### src/rtl/decode_stage_pipe.sv
// decode_stage_pipe: decode stage with register file, write-through bypass,
// IN-port operand mux, load-use hazard detection and an ID/EX pipeline register.
//
// Ports:
//   clk, rst             clock (rising edge), asynchronous active-low reset
//   id_valid             decode slot holds a valid instruction
//   rs1, rs2, rd         source / destination register addresses
//   uses_rs1, uses_rs2   instruction actually reads rs1 / rs2
//   ctrl_in              externally decoded control word, carried to EX
//   in_port              external input, replaces operand 1 when selected
//   wb_en/addr/data      register file write port (from writeback)
//   ex_stall             execute cannot accept; ID/EX holds
//   flush                kill the decode instruction, clear ID/EX valid
//   id_ready             decode instruction consumed this cycle
//   load_use_stall       load-use hazard forces a bubble this cycle
//   ex_*                 ID/EX pipeline register contents

module decode_stage_pipe #(
    parameter int unsigned DATA_W     = 16,
    parameter int unsigned REG_AW     = 3,
    parameter int unsigned CTRL_W     = 41,
    parameter int unsigned IN_SEL_BIT = 18,
    parameter int unsigned MEMRD_BIT  = 0,
    parameter bit          R0_ZERO    = 1'b0
) (
    input  logic              clk,
    input  logic              rst,
    input  logic              id_valid,
    input  logic [REG_AW-1:0] rs1,
    input  logic [REG_AW-1:0] rs2,
    input  logic [REG_AW-1:0] rd,
    input  logic              uses_rs1,
    input  logic              uses_rs2,
    input  logic [CTRL_W-1:0] ctrl_in,
    input  logic [DATA_W-1:0] in_port,
    input  logic              wb_en,
    input  logic [REG_AW-1:0] wb_addr,
    input  logic [DATA_W-1:0] wb_data,
    input  logic              ex_stall,
    input  logic              flush,
    output logic              id_ready,
    output logic              load_use_stall,
    output logic              ex_valid,
    output logic [CTRL_W-1:0] ex_ctrl,
    output logic [DATA_W-1:0] ex_op1,
    output logic [DATA_W-1:0] ex_op2,
    output logic [REG_AW-1:0] ex_rs1,
    output logic [REG_AW-1:0] ex_rs2,
    output logic [REG_AW-1:0] ex_rd
);

    localparam int unsigned NumRegs = 1 << REG_AW;

    logic [DATA_W-1:0] rf_q [NumRegs];
    logic              wr_ok;
    logic [DATA_W-1:0] rdata1, rdata2, op1;
    logic              hz;

    // Writes to r0 are dropped when r0 is hardwired to zero.
    assign wr_ok = wb_en && !(R0_ZERO && (wb_addr == '0));

    always_ff @(posedge clk or negedge rst) begin
        if (!rst) begin
            for (int i = 0; i < NumRegs; i++) begin
                rf_q[i] <= '0;
            end
        end else if (wr_ok) begin
            rf_q[wb_addr] <= wb_data;
        end
    end

    // Bypass first: a same-cycle write is visible to the reader.
    always_comb begin
        rdata1 = rf_q[rs1];
        rdata2 = rf_q[rs2];
        if (R0_ZERO && (rs1 == '0)) rdata1 = '0;
        if (R0_ZERO && (rs2 == '0)) rdata2 = '0;
        if (wr_ok && (wb_addr == rs1)) rdata1 = wb_data;
        if (wr_ok && (wb_addr == rs2)) rdata2 = wb_data;
    end

    assign op1 = ctrl_in[IN_SEL_BIT] ? in_port : rdata1;

    assign hz = id_valid && ex_valid && ex_ctrl[MEMRD_BIT] &&
                ((uses_rs1 && (rs1 == ex_rd)) || (uses_rs2 && (rs2 == ex_rd)));

    assign load_use_stall = hz && !flush && !ex_stall;

    // A flushed instruction counts as consumed; stalls and bubbles hold it in decode.
    always_comb begin
        if (flush)               id_ready = 1'b1;
        else if (ex_stall)       id_ready = 1'b0;
        else if (load_use_stall) id_ready = 1'b0;
        else                     id_ready = id_valid;
    end

    always_ff @(posedge clk or negedge rst) begin
        if (!rst) begin
            ex_valid <= 1'b0;
            ex_ctrl  <= '0;
            ex_op1   <= '0;
            ex_op2   <= '0;
            ex_rs1   <= '0;
            ex_rs2   <= '0;
            ex_rd    <= '0;
        end else if (flush || (!ex_stall && load_use_stall)) begin
            // Flush and bubble both leave an empty slot; data fields keep their value.
            ex_valid <= 1'b0;
            ex_ctrl  <= '0;
        end else if (!ex_stall) begin
            ex_valid <= id_valid;
            ex_ctrl  <= ctrl_in;
            ex_op1   <= op1;
            ex_op2   <= rdata2;
            ex_rs1   <= rs1;
            ex_rs2   <= rs2;
            ex_rd    <= rd;
        end
    end

endmodule
### config.mk
export PLATFORM = sky130hd
export DESIGN_NAME = decode_stage_pipe
export DESIGN_NICKNAME = d
export VERILOG_FILES = /design/src/rtl/decode_stage_pipe.sv
export SDC_FILE = /design/constraint.sdc
export NUM_CORES = 1
export LEC_CHECK = 0
export CAP_MARGIN = 25
export CORE_MARGIN = 1.5
export CORE_UTILIZATION = 58
export CTS_CLUSTER_SIZE = 40
export DETAILED_ROUTE_END_ITERATION = 10
export GPL_ROUTABILITY_DRIVEN = 0
export PLACE_DENSITY = 0.86
export SLEW_MARGIN = 40
export SYNTH_ARGS = -nofsm -noshare
export SYNTH_HDL_FRONTEND = slang
export SYNTH_SLANG_ARGS = --single-unit
export TNS_END_PERCENT = 30
### constraint.sdc
create_clock -name clk -period 3 [get_ports clk]
set_input_delay 0.6 -clock clk [delete_from_list [all_inputs] [get_ports clk]]
set_output_delay 0.6 -clock clk [all_outputs]
set_load 0.03 [all_outputs]
==> impl_metrics.env <==
export IMPL_status="finished clean"
export IMPL_post_cts_setup_buffers=0
export IMPL_die_w_um=138
export IMPL_ant_nets=0
export IMPL_slew_headroom_pct=53.2
export IMPL_fill_cells=1142
export IMPL_synth_area_leaders="dfrtp_1, mux2_2, mux2i_1"
export IMPL_crit_path_end_kind="output pin"
export IMPL_pre_cts_slack_ns=0.0803
export IMPL_clock_sinks=211
export IMPL_slew_violations=0
export IMPL_tightestPinTransition_ns=0.702
export IMPL_syn_inst=768
export IMPL_required_ns=2.40
export IMPL_setup_viol=0
export IMPL_synth_nets=861
export IMPL_global_route_usage_met1_pct=38.4
export IMPL_met2_usage_pct=48.0
export IMPL_drt_wl_total_mm=28.1
export IMPL_final_setup_tns_ns=0
export IMPL_path_class="primary input to output pin"
export IMPL_cellPowerDensity_nw_per_um2=663
export IMPL_drive_gt1_share_pct=25.1
export IMPL_area_growth_pct=25.0
export IMPL_ys_warn_count=0
export IMPL_clock_path_buffers=3
export IMPL_grt_pass1_wl_mm=44.3
export IMPL_placedCellCount=1130
export IMPL_netlist_area_um2=10600
export IMPL_drt_pass1_iterations=5
export IMPL_routedWlPerCell_um=24.0
export IMPL_finalHoldViolCount=0
export IMPL_htreeDepth=1
export IMPL_io_pins=178
export IMPL_ys_types=40
export IMPL_drcViolationCount=0
export IMPL_io_buffer_count=177
export IMPL_holdWs_ns=0.110
export IMPL_clock_skew_ns=0.00669
export IMPL_post_route_period_util_pct=97.7
export IMPL_initial_core_util_pct=59.2
export IMPL_grt_use_met3_pct=5.89
export IMPL_vias_per_cell=6.38
export IMPL_ys_seq_area_share_pct=49.6
export IMPL_final_nets=1018
export IMPL_ctsResizeCount=0
export IMPL_cp_start_kind="primary input"
export IMPL_vdd_drop_max_mv=0.496
export IMPL_synth_top_area_share_pct=49.6
export IMPL_crit_fanout=2
export IMPL_grt_use_total_pct=29.4
export IMPL_core_um2=18000
export IMPL_grt_start_max_net_pins=71
export IMPL_vias=7469
export IMPL_cts_buffers=22
export IMPL_synth_async_reset_ratio_pct=100
export IMPL_fmax_mhz=341
export IMPL_grt_overflow=0
export IMPL_timing_final_ws_setup_ns=0.0700
export IMPL_clkSlewWorstSetupHoldPaths_ns=0.06
export IMPL_fp_row_count=49
export IMPL_clock_latency_ns=0.50
export IMPL_root_buffer="clkbuf_16"
export IMPL_ctsHoldBuffers=0
export IMPL_yosys_cell_count_top_type="dfrtp_1"
export IMPL_hold_class="primary input to asynchronous set/reset pin"
export IMPL_dieArea_um2=19200
export IMPL_drtIter0Drc=471
export IMPL_cts_tree="done"
export IMPL_layout_cells_non_filler=1171
export IMPL_post_dp_hpwl_mm=17.9
export IMPL_min_period_ns=2.93
export IMPL_fin_total_pwr_mw=8.82
export IMPL_die_height_um=138
export IMPL_cp_arrival_ns=2.33
export IMPL_synthTopCellsByCount="dfrtp_1, mux2_2, mux2i_1"
export IMPL_ys_seq_elements=211
export IMPL_grt_pass1_vias=7804
export IMPL_grt_antenna_before_repair=1
export IMPL_synth_edff_count=0
export IMPL_p_leak_nw=5.77
export IMPL_ys_flop_type="dfrtp_1"
export IMPL_synth_largest_area_cell="dfrtp_1"
export IMPL_rsz0062_at_grt="no"
export IMPL_synth_avg_cell_area_um2=13.8
export IMPL_grt_busiest_layer="met2"
export IMPL_drv_cap=0
metal layers:
metal | vias up | part of all wire (%) | routed length (µm)
met5 | - | 0 | 0
met1 | 3829 | 40 | 11300
met4 | 0 | 3.9 | 1110
met2 | 321 | 49 | 13700
met3 | 76 | 7.1 | 1990
li1 | 3243 | - | -
worst max-delay path, cell delays in order:
cell and delay [ns]:
clkdlybuf4s50_1 0.50, xnor2_1 0.13, nand4_1 0.21, a21oi_4 0.21, o21bai_1 0.08, clkdlybuf4s50_1 0.59
final cells by class:
cell class,instances,area [µm²],share of cell area [%]
Clock buffer,34,667,5.02
Clock inverter,6,80.1,0.602
Antenna cell,1,2.50,0.0188
Multi-Input combinational cell,475,4830,36.3
Tap cell,229,287,2.15
Timing Repair Buffer,215,2150,16.2
Sequential cell,211,5280,39.7
final timing paths:
path                       startpoint          end  slack, ns  cells past startpoint
min                               rst  ex_ctrl[36]       0.11                      1
max                            rs2[0]     id_ready       0.07                      6
min in group clk            ex_rs1[1]    ex_rs1[1]       0.48                      1
max reg2reg                  ex_rd[1]  ex_ctrl[26]       0.76                      7
max in group asynchronous         rst  ex_ctrl[29]       2.12                      2
min reg2reg                 ex_rs1[1]    ex_rs1[1]       0.48                      1
cells in the final DEF (no fill, tap or decap), types with 2 or more instances in the layout:
cell type / count
nor3b_2: 2
clkbuf_16: 23
o21ai_1: 15
clkbuf_1: 6
clkdlybuf4s50_1: 173
nand2_1: 18
nand4b_1: 3
and3_1: 16
dfrtp_1: 211
o31ai_1: 16
nor2b_1: 2
clkinv_2: 4
xnor2_2: 3
mux2_2: 113
nand4_1: 4
nand2b_1: 2
buf_12: 8
mux4_2: 32
a221o_1: 16
buf_4: 32
a22oi_1: 32
a22o_1: 42
mux2i_1: 80
bufinv_16: 2
mux2_1: 39
nor3_2: 2
xnor2_1: 9
clkbuf_8: 6
o21ai_0: 17
per-stage QoR:
step                util [%]  area (µm²)
CTS                     74.0       13300
finish                  74.0       13300
global placement        69.8       12500
detailed placement      69.8       12500
global route            74.0       13300
floorplan                  -       10600
report_power, final:
part	total (mW)	switching (mW)	internal, mW
clock	2.80	1.10	1.70
combinational	2.24	1.07	1.18
sequential	3.77	0.388	3.39
total	8.82	2.55	6.26
cells by family (layout without fill, tap and decap cells):
logic type	Yosys count	after routing	share of synthesized area, %
AND/OR/NAND/NOR	56	56	3.20
buffers and inverters	82	255	5.11
multiplexers	265	265	30.5
XOR/XNOR	12	12	1.20
flip-flops	211	211	49.6
AO/OA/AOI/OAI	142	142	10.3
other	0	1	0
registers in the layout, summed over array words and instances (netlist names):
name      flops
rf_q        128
ex_ctrl      41
ex_op1       16
ex_op2       16
ex_rd         3
ex_rs1        3
ex_rs2        3
ex_valid      1
Note: power is estimated with default switching activity, not from simulation.
